## src/rtl/mem_port_arbiter_if.sv

```systemverilog
// Bundle for the two requesters (IF fetch, EX load/store), the shared memory port
// and the arbiter status outputs.
interface mem_port_arbiter_if #(
  parameter int unsigned AW = 16,
  parameter int unsigned DW = 16
);
  logic          if_req;
  logic [AW-1:0] if_addr;
  logic          if_ack;
  logic [DW-1:0] if_rdata;

  logic          ex_req;
  logic          ex_we;
  logic [AW-1:0] ex_addr;
  logic [DW-1:0] ex_wdata;
  logic          ex_ack;
  logic [DW-1:0] ex_rdata;

  logic          mem_req;
  logic          mem_we;
  logic [AW-1:0] mem_addr;
  logic [DW-1:0] mem_wdata;
  logic          mem_ack;
  logic [DW-1:0] mem_rdata;

  logic          busy;
  logic          owner;

  // Arbiter side.
  modport slave (
    input  if_req, if_addr, ex_req, ex_we, ex_addr, ex_wdata, mem_ack, mem_rdata,
    output if_ack, if_rdata, ex_ack, ex_rdata, mem_req, mem_we, mem_addr, mem_wdata,
    output busy, owner
  );

  // Requester / memory side.
  modport master (
    output if_req, if_addr, ex_req, ex_we, ex_addr, ex_wdata, mem_ack, mem_rdata,
    input  if_ack, if_rdata, ex_ack, ex_rdata, mem_req, mem_we, mem_addr, mem_wdata,
    input  busy, owner
  );
endinterface

```

## src/rtl/mem_port_arbiter.sv

```systemverilog
// Shares one memory port between instruction fetch and EX load/store. EX has priority;
// a starvation counter forces an IF grant after STARVE_MAX consecutive EX wins.
module mem_port_arbiter #(
  parameter int unsigned AW         = 16,
  parameter int unsigned DW         = 16,
  parameter int unsigned STARVE_MAX = 3
) (
  input logic          clk,
  input logic          rst,
  mem_port_arbiter_if.slave bus
);

  localparam int unsigned CW = (STARVE_MAX > 0) ? $clog2(STARVE_MAX + 1) : 1;
  localparam logic [CW-1:0] StarveLimit = CW'(STARVE_MAX);

  typedef enum logic [1:0] {StIdle, StAccess, StResp} state_e;

  state_e        state_q, state_d;
  logic          owner_q, owner_d;
  logic          mem_req_q, mem_req_d;
  logic          mem_we_q, mem_we_d;
  logic [AW-1:0] mem_addr_q, mem_addr_d;
  logic [DW-1:0] mem_wdata_q, mem_wdata_d;
  logic [DW-1:0] if_rdata_q, if_rdata_d;
  logic [DW-1:0] ex_rdata_q, ex_rdata_d;
  logic [CW-1:0] starve_q, starve_d;

  logic if_wins;

  // IF only beats a concurrent EX request once EX has won STARVE_MAX times in a row.
  assign if_wins = bus.if_req &&
                   (!bus.ex_req || ((STARVE_MAX != 0) && (starve_q == StarveLimit)));

  always_comb begin
    state_d     = state_q;
    owner_d     = owner_q;
    mem_req_d   = mem_req_q;
    mem_we_d    = mem_we_q;
    mem_addr_d  = mem_addr_q;
    mem_wdata_d = mem_wdata_q;
    if_rdata_d  = if_rdata_q;
    ex_rdata_d  = ex_rdata_q;
    starve_d    = starve_q;

    unique case (state_q)
      StIdle: begin
        if (bus.if_req || bus.ex_req) begin
          state_d   = StAccess;
          mem_req_d = 1'b1;
          if (if_wins) begin
            owner_d     = 1'b0;
            mem_we_d    = 1'b0;
            mem_addr_d  = bus.if_addr;
            mem_wdata_d = '0;
            starve_d    = '0;
          end else begin
            owner_d     = 1'b1;
            mem_we_d    = bus.ex_we;
            mem_addr_d  = bus.ex_addr;
            mem_wdata_d = bus.ex_wdata;
            if (!bus.if_req) begin
              starve_d = '0;
            end else if (starve_q != StarveLimit) begin
              starve_d = starve_q + CW'(1);
            end
          end
        end
      end
      StAccess: begin
        if (bus.mem_ack) begin
          state_d   = StResp;
          mem_req_d = 1'b0;
          mem_we_d  = 1'b0;
          if (!owner_q) begin
            if_rdata_d = bus.mem_rdata;
          end else if (!mem_we_q) begin
            ex_rdata_d = bus.mem_rdata;
          end
        end
      end
      StResp: begin
        state_d = StIdle;
      end
      default: begin
        state_d = StIdle;
      end
    endcase
  end

  always_ff @(posedge clk or posedge rst) begin
    if (rst) begin
      state_q     <= StIdle;
      owner_q     <= 1'b0;
      mem_req_q   <= 1'b0;
      mem_we_q    <= 1'b0;
      mem_addr_q  <= '0;
      mem_wdata_q <= '0;
      if_rdata_q  <= '0;
      ex_rdata_q  <= '0;
      starve_q    <= '0;
    end else begin
      state_q     <= state_d;
      owner_q     <= owner_d;
      mem_req_q   <= mem_req_d;
      mem_we_q    <= mem_we_d;
      mem_addr_q  <= mem_addr_d;
      mem_wdata_q <= mem_wdata_d;
      if_rdata_q  <= if_rdata_d;
      ex_rdata_q  <= ex_rdata_d;
      starve_q    <= starve_d;
    end
  end

  assign bus.mem_req   = mem_req_q;
  assign bus.mem_we    = mem_we_q;
  assign bus.mem_addr  = mem_addr_q;
  assign bus.mem_wdata = mem_wdata_q;
  assign bus.if_rdata  = if_rdata_q;
  assign bus.ex_rdata  = ex_rdata_q;
  assign bus.if_ack    = (state_q == StResp) && !owner_q;
  assign bus.ex_ack    = (state_q == StResp) && owner_q;
  assign bus.busy      = (state_q != StIdle);
  assign bus.owner     = owner_q;

endmodule
```

## src/flat_wrapper.sv

```systemverilog
// flat-port wrapper written by rule: the top's interface ports become plain ports
module mem_port_arbiter_flat 
#(
  parameter int unsigned AW         = 16,
  parameter int unsigned DW         = 16,
  parameter int unsigned STARVE_MAX = 3
)
  (clk, rst, bus_if_req, bus_if_addr, bus_ex_req, bus_ex_we, bus_ex_addr, bus_ex_wdata, bus_mem_ack, bus_mem_rdata, bus_if_ack, bus_if_rdata, bus_ex_ack, bus_ex_rdata, bus_mem_req, bus_mem_we, bus_mem_addr, bus_mem_wdata, bus_busy, bus_owner);
  mem_port_arbiter_if #(.AW(AW), .DW(DW)) bus_i ();
  input logic clk;
  input logic rst;
  input wire logic [$bits(bus_i.if_req)-1:0] bus_if_req;
  input wire logic [$bits(bus_i.if_addr)-1:0] bus_if_addr;
  input wire logic [$bits(bus_i.ex_req)-1:0] bus_ex_req;
  input wire logic [$bits(bus_i.ex_we)-1:0] bus_ex_we;
  input wire logic [$bits(bus_i.ex_addr)-1:0] bus_ex_addr;
  input wire logic [$bits(bus_i.ex_wdata)-1:0] bus_ex_wdata;
  input wire logic [$bits(bus_i.mem_ack)-1:0] bus_mem_ack;
  input wire logic [$bits(bus_i.mem_rdata)-1:0] bus_mem_rdata;
  output wire logic [$bits(bus_i.if_ack)-1:0] bus_if_ack;
  output wire logic [$bits(bus_i.if_rdata)-1:0] bus_if_rdata;
  output wire logic [$bits(bus_i.ex_ack)-1:0] bus_ex_ack;
  output wire logic [$bits(bus_i.ex_rdata)-1:0] bus_ex_rdata;
  output wire logic [$bits(bus_i.mem_req)-1:0] bus_mem_req;
  output wire logic [$bits(bus_i.mem_we)-1:0] bus_mem_we;
  output wire logic [$bits(bus_i.mem_addr)-1:0] bus_mem_addr;
  output wire logic [$bits(bus_i.mem_wdata)-1:0] bus_mem_wdata;
  output wire logic [$bits(bus_i.busy)-1:0] bus_busy;
  output wire logic [$bits(bus_i.owner)-1:0] bus_owner;
  assign bus_i.if_req = bus_if_req;
  assign bus_i.if_addr = bus_if_addr;
  assign bus_i.ex_req = bus_ex_req;
  assign bus_i.ex_we = bus_ex_we;
  assign bus_i.ex_addr = bus_ex_addr;
  assign bus_i.ex_wdata = bus_ex_wdata;
  assign bus_i.mem_ack = bus_mem_ack;
  assign bus_i.mem_rdata = bus_mem_rdata;
  assign bus_if_ack = bus_i.if_ack;
  assign bus_if_rdata = bus_i.if_rdata;
  assign bus_ex_ack = bus_i.ex_ack;
  assign bus_ex_rdata = bus_i.ex_rdata;
  assign bus_mem_req = bus_i.mem_req;
  assign bus_mem_we = bus_i.mem_we;
  assign bus_mem_addr = bus_i.mem_addr;
  assign bus_mem_wdata = bus_i.mem_wdata;
  assign bus_busy = bus_i.busy;
  assign bus_owner = bus_i.owner;
  mem_port_arbiter #(.AW(AW), .DW(DW), .STARVE_MAX(STARVE_MAX)) u_core (.clk(clk), .rst(rst), .bus(bus_i));
endmodule
```

## config.mk

```make
export PLATFORM = sky130hd
export DESIGN_NAME = mem_port_arbiter_flat
export DESIGN_NICKNAME = d
export VERILOG_FILES = /design/src/rtl/mem_port_arbiter_if.sv /design/src/rtl/mem_port_arbiter.sv /design/src/flat_wrapper.sv
export SDC_FILE = /design/constraint.sdc
export NUM_CORES = 1
export LEC_CHECK = 0
export ABC_AREA = 0
export BUFFER_PORTS_ARGS = -buffer_cell sky130_fd_sc_hd__buf_2
export CORE_UTILIZATION = 50
export CTS_CLUSTER_DIAMETER = 100
export DETAILED_ROUTE_END_ITERATION = 7
export GPL_TIMING_DRIVEN = 0
export PLACE_DENSITY = 0.84
export SLEW_MARGIN = 20
export SYNTH_ARGS = -nofsm -noshare
export SYNTH_HDL_FRONTEND = slang
export SYNTH_SLANG_ARGS = --single-unit
```

## constraint.sdc

```tcl
create_clock -name clk -period 6.6 [get_ports clk]
set_clock_uncertainty 0.05 [all_clocks]
set_input_delay 1.32 -clock clk [delete_from_list [all_inputs] [get_ports clk]]
set_output_delay 1.32 -clock clk [all_outputs]
set_load 0.02 [all_outputs]
```

Yosys cells after proc, flatten, opt, wreduce, memory -nomap -nowiden
Index checks and enable logic that the tools add are counted.
{ "op_classes": {"n_addsub": 1, "n_eq_ne": 7, "n_mux": 15, "bitwise": 2, "reduce_logical": 16} }
{ "ops": {"columns": ["cell", "count"], "rows": [
  ["16-bit two-way mux", 2],
  ["2-bit two-way mux", 5],
  ["3-bit AND reduction", 3],
  ["1-bit two-way mux", 5],
  ["2-bit == test, second input constant", 2],
  ["2-bit inequality test, second input constant", 2],
  ["1-bit one-hot mux with 2 select lines", 2],
  ["2-bit one-hot mux with 2 select lines", 1],
  ["2-bit AND reduction", 2],
  ["4-bit AND reduction", 1],
  ["2-bit nonzero test", 2],
  ["1-bit logical AND", 3],
  ["3-bit by 1-bit inequality test with 1-bit output, second input constant", 1],
  ["2-bit by 1-bit adder with 2-bit output, second input constant", 1],
  ["2-bit by 1-bit == test with 1-bit output, second input constant", 1],
  ["1-bit logical NOT", 2],
  ["2-bit logical NOT", 1],
  ["1-bit logical OR", 2],
  ["2-bit by 1-bit inequality test with 1-bit output, second input constant", 1],
  ["1-bit inverter", 2]
]} }
{ "word_totals": {"regBits": 71, "in_bits": 70, "output_inout_bits": 70, "wordCells": 50} }

Depth between registers and ports, before layout
{ "depth": {"word_depth": 6, "ltp_mapped": 7} }

Least setup slack after synthesis
No wires, ideal clock.
{ "synth_path": {"path_type": "input to register", "start": "in bus_if_req", "end": "reg u_core.mem_wdata_q[0], in the netlist u_core.bus.mem_wdata[0]", "setup_time_ns": 0.121, "arrival_time_ns": 2.312, "required_ns": 6.429, "path_slack_ns": 4.117, "cell_stages": 7, "n_path_buf": 4, "path_cell_list": "buf_6 -> or2_1 -> buf_6 -> o211a_1 -> buf_6 -> buf_6 -> a22o_1"} }
{ "synth_via": {"elab_chain_cells": 2, "word_cells_on_any_way": 4, "cone_classes": "1 x mux; 3 x reduce/logical"} }
{ "synth_lines": {"columns": ["item", "line_no", "text"], "rows": [
  ["start: declaration", "flat_wrapper.sv:12", "input wire logic [$bits(bus_i.if_req)-1:0] bus_if_req;"],
  ["1-bit logical AND or 1-bit logical OR (tied branches)", "mem_port_arbiter.sv:31, mem_port_arbiter.sv:47", null],
  ["16-bit two-way mux or 2-bit AND reduction (tied branches)", null, null],
  ["end signal: assignment", "mem_port_arbiter.sv:107", "mem_wdata_q <= mem_wdata_d;"],
  ["end: declaration", "mem_port_arbiter.sv:23", "logic [DW-1:0] mem_wdata_q, mem_wdata_d;"]
]} }
Parallel ways exist; a longest one is shown, timed or not.
A chain may end at the register's enable or synchronous reset.

Worst setup path after layout
{ "layout_path": {"start": "reg u_core.state_q[0]", "end": "out bus_busy"} }
{ "layout_via": {"elab_chain_cells": 1} }
{ "layout_lines": {"columns": ["item", "line_no", "text"], "rows": [
  ["start: declaration", "mem_port_arbiter.sv:18", "state_e state_q, state_d;"],
  ["start signal: assignment", "mem_port_arbiter.sv:92", "state_q <= StIdle;"],
  ["start signal: assignment", "mem_port_arbiter.sv:102", "state_q <= state_d;"],
  ["2-bit nonzero test", "mem_port_arbiter.sv:122", "assign bus.busy = (state_q != StIdle);"],
  ["end: declaration", "flat_wrapper.sv:28", "output wire logic [$bits(bus_i.busy)-1:0] bus_busy;"]
]} }
No other way between the ends.

==> impl_metrics.tcl <==
set metrics [dict create \
    status "completed" \
    cts_tree "yes" \
    antenna_left 0 \
    combPwrFrac_pct 46.4 \
    finalHoldViolations 0 \
    yosysSeqAreaShare_pct 59.3 \
    hold_path.class "reg2reg" \
    numCtsBuffers 9 \
    clockBufferDepth 2 \
    synth_top_cell_by_area "dfrtp_1" \
    setup_viol_count_final 0 \
    grt_max_degree 42 \
    crit_top_cell "buf_2" \
    die_area_sq_um 6300 \
    max_stage_delay_ps 420 \
    cts.sink_count 71 \
    synth_top_area_share_pct 59.3 \
    drive_gt1_share_pct 54.1 \
    htreeDepth 3 \
    crit_required_ps 5230 \
    routed_wl_microns 6840 \
    highest_layer "met4" \
    drc_errors 0 \
    core_area_sq_um 5640 \
    critPathArrivalTime_ps 1460 \
    vdd_drop_max_mv 0.250 \
    wl_met2_microns 3380 \
    synthArstFlopShare_pct 100 \
    wl_per_cell_microns 14.9 \
    initial_core_util_pct 53.1 \
    cap_violations 0 \
    crit_slowest_cell "dfrtp_1" \
    cts-resized-gates 0 \
    critPathMaxFanout 10 \
    critPathBufInv 3 \
    tightestPinTransition_ps 477 \
    insertion_delay_ps 340 \
    io_pins 140 \
    syn_inst 231 \
    grt_pass1_wl_microns 11100 \
    final_common_cell "buf_2" \
    start_kind "flip-flop" \
    vias 2439 \
    synth_cell_type_count 32 \
    seq_power_share_pct 37.4 \
    synth-edff-count 0 \
    p_int_mw 1.21 \
    max_freq_ghz 0.353 \
    clockRootBuffer "clkbuf_8" \
    rows 27 \
    synth_ff_type "dfrtp_1" \
    antenna_cells 0 \
    finalSetupTns_ps 0 \
    period_minus_slack_ps 2830 \
    path_clk_slew_ps 70 \
    p_sw_share_pct 40.6 \
    total_power_mw 2.04 \
    finish.utilization_pct 70.8 \
    fill_cells 425 \
    die_w_microns 79.4 \
    clockPowerShare_pct 16.2 \
    grt_pass1_vias 2314 \
    final_nets 452 \
    grt_use_total_pct 23.3 \
    io_buffers 138 \
    synth.area.top_cells "dfrtp_1, mux2_2, a22o_1" \
    wl_met1_microns 2880 \
    synth_fp_nets 302 \
    leakage_nw 1.96 \
    avgViaCountPerCell 5.33 \
    die_h_microns 79.4 \
    yosys_warnings 0 \
    regArea_sq_um 1780 \
    grt_overflow_total 0 \
    multiInputGateArea_sq_um 1070 \
    yosys_register_bits 71 \
    relSlewSlack_pct 68.2 \
    cp-end-kind "output pin" \
    period_share_pct 42.9 \
    avgSynthCellArea_sq_um 13.0 \
    rsz0062_at_grt "false" \
    drtPass1Iterations 4 \
    drt_iter0_markers 94 \
    critical_path.cell_chain "nor2_1 > buf_2 > inv_1 > buf_2" \
    cts_hold_buf 0 \
    place.gp.congestion 0.815 \
    finalMaxSlewViolations 0 \
    wl_met3_microns 411 \
    hpwlAfterDp_microns 5040 \
    final_cell_mix "buf_2, dfrtp_1, mux2_2" \
    cpLargestDelayFamily "buffers and inverters" \
    postCtsSetupBuffers 0 \
    synthToLayoutAreaGrowth_pct 33.3 \
    antenna_found_initial 0 \
    critical_path_class "reg2out" \
    power_switching_uw 829 \
    syn_area_sq_um 2990 \
    power_per_cell_area_nw_per_um2 512 \
]
-- cell usage after synthesis, types with 2 or more instances --
cell type / instances
buf_2: 4
dfrtp_1: 71
buf_4: 2
o21ai_0: 18
clkbuf_1: 6
nand2_1: 4
mux2_2: 30
a21o_1: 2
inv_1: 5
buf_6: 6
nand2b_1: 2
a21oi_1: 16
a31oi_2: 10
mux2_1: 2
nand3_1: 16
a22o_1: 16
a31oi_1: 6
-- final timing paths --
check | start | end | slack, ps | cells after the start
hold / removal | u_core.bus.mem_req$_DFFE_PP0P_ | u_core.bus.mem_req$_DFFE_PP0P_ | 420 | 2
min in group asynchronous | rst | u_core.bus.if_rdata[8]$_DFFE_PP0P_ | 920 | 2
max in group asynchronous | rst | u_core.bus.mem_wdata[7]$_DFFE_PP0P_ | 5050 | 3
setup reg to reg | u_core.starve_q[0]$_DFFE_PP0P_ | u_core.bus.mem_addr[2]$_DFFE_PP0P_ | 4690 | 6
setup / recovery | u_core.state_q[0]$_DFFE_PP0P_ | bus_busy | 3770 | 4
hold reg to reg | u_core.bus.mem_req$_DFFE_PP0P_ | u_core.bus.mem_req$_DFFE_PP0P_ | 420 | 2
-- power groups by stage --
stage                     registers [mW]  logic, mW  clock network (mW)
after global placement             0.756      0.941                   0
after floorplan                     1.01      0.389                   0
after detailed placement           0.770      0.961                   0
after global routing               0.790       1.02               0.354
final                              0.764      0.948               0.331
after CTS                          0.765      0.962               0.338
-- logic make-up after synthesis --
| logic type | share of synthesized area, % |
|---|---|
| flops | 59.3 |
| compound gates | 17.0 |
| buf+inv | 4.93 |
| mux | 12.0 |
| fa+ha+maj | 0.418 |
| simple gates | 6.31 |
-- flip-flops by register name, indices dropped and copies added (netlist names) --
signal                count
u_core.state_q            2
u_core.bus.owner          1
u_core.starve_q           2
u_core.bus.if_rdata      16
u_core.bus.ex_rdata      16
u_core.bus.mem_wdata     16
u_core.bus.mem_we         1
u_core.bus.mem_addr      16
u_core.bus.mem_req        1
-- stage by stage --
step | cells | cell area [sq um] | hold WS [ps] | setup WS, ps
after floorplan | 231 | 2990 | 430 | 3430
after global placement | 441 | 3770 | 408 | 2690
after detailed placement | 442 | 3800 | 415 | 3840
after CTS | 458 | 3990 | 431 | 3740
after global routing | 458 | 3990 | 467 | 3680
final | 458 | 3990 | 421 | 3770
-- area by class of cell --
class	count	share of cell area, %
Timing Repair Buffer	139	17.8
Multi-Input combinational cell	136	26.8
Tap cell	72	2.26
Clock inverter	2	0.313
Buffer	19	3.23
Sequential cell	71	44.5
Inverter	5	0.533
Clock buffer	14	4.58
-- layer usage --
layer | global-route usage (%) | vias up
met4 | 11.3 | 0
li1 | - | 1152
met3 | 5.26 | 17
met1 | 29.9 | 1162
met2 | 37.5 | 108
met5 | 0 | -
-- tightest hold or removal path: cells and delay by family, from the launching register on --
family        cells  cell delay [ps]
flops             1              340
simple gates      2              110
No activity file was read; power rests on OpenSTA's default activity.
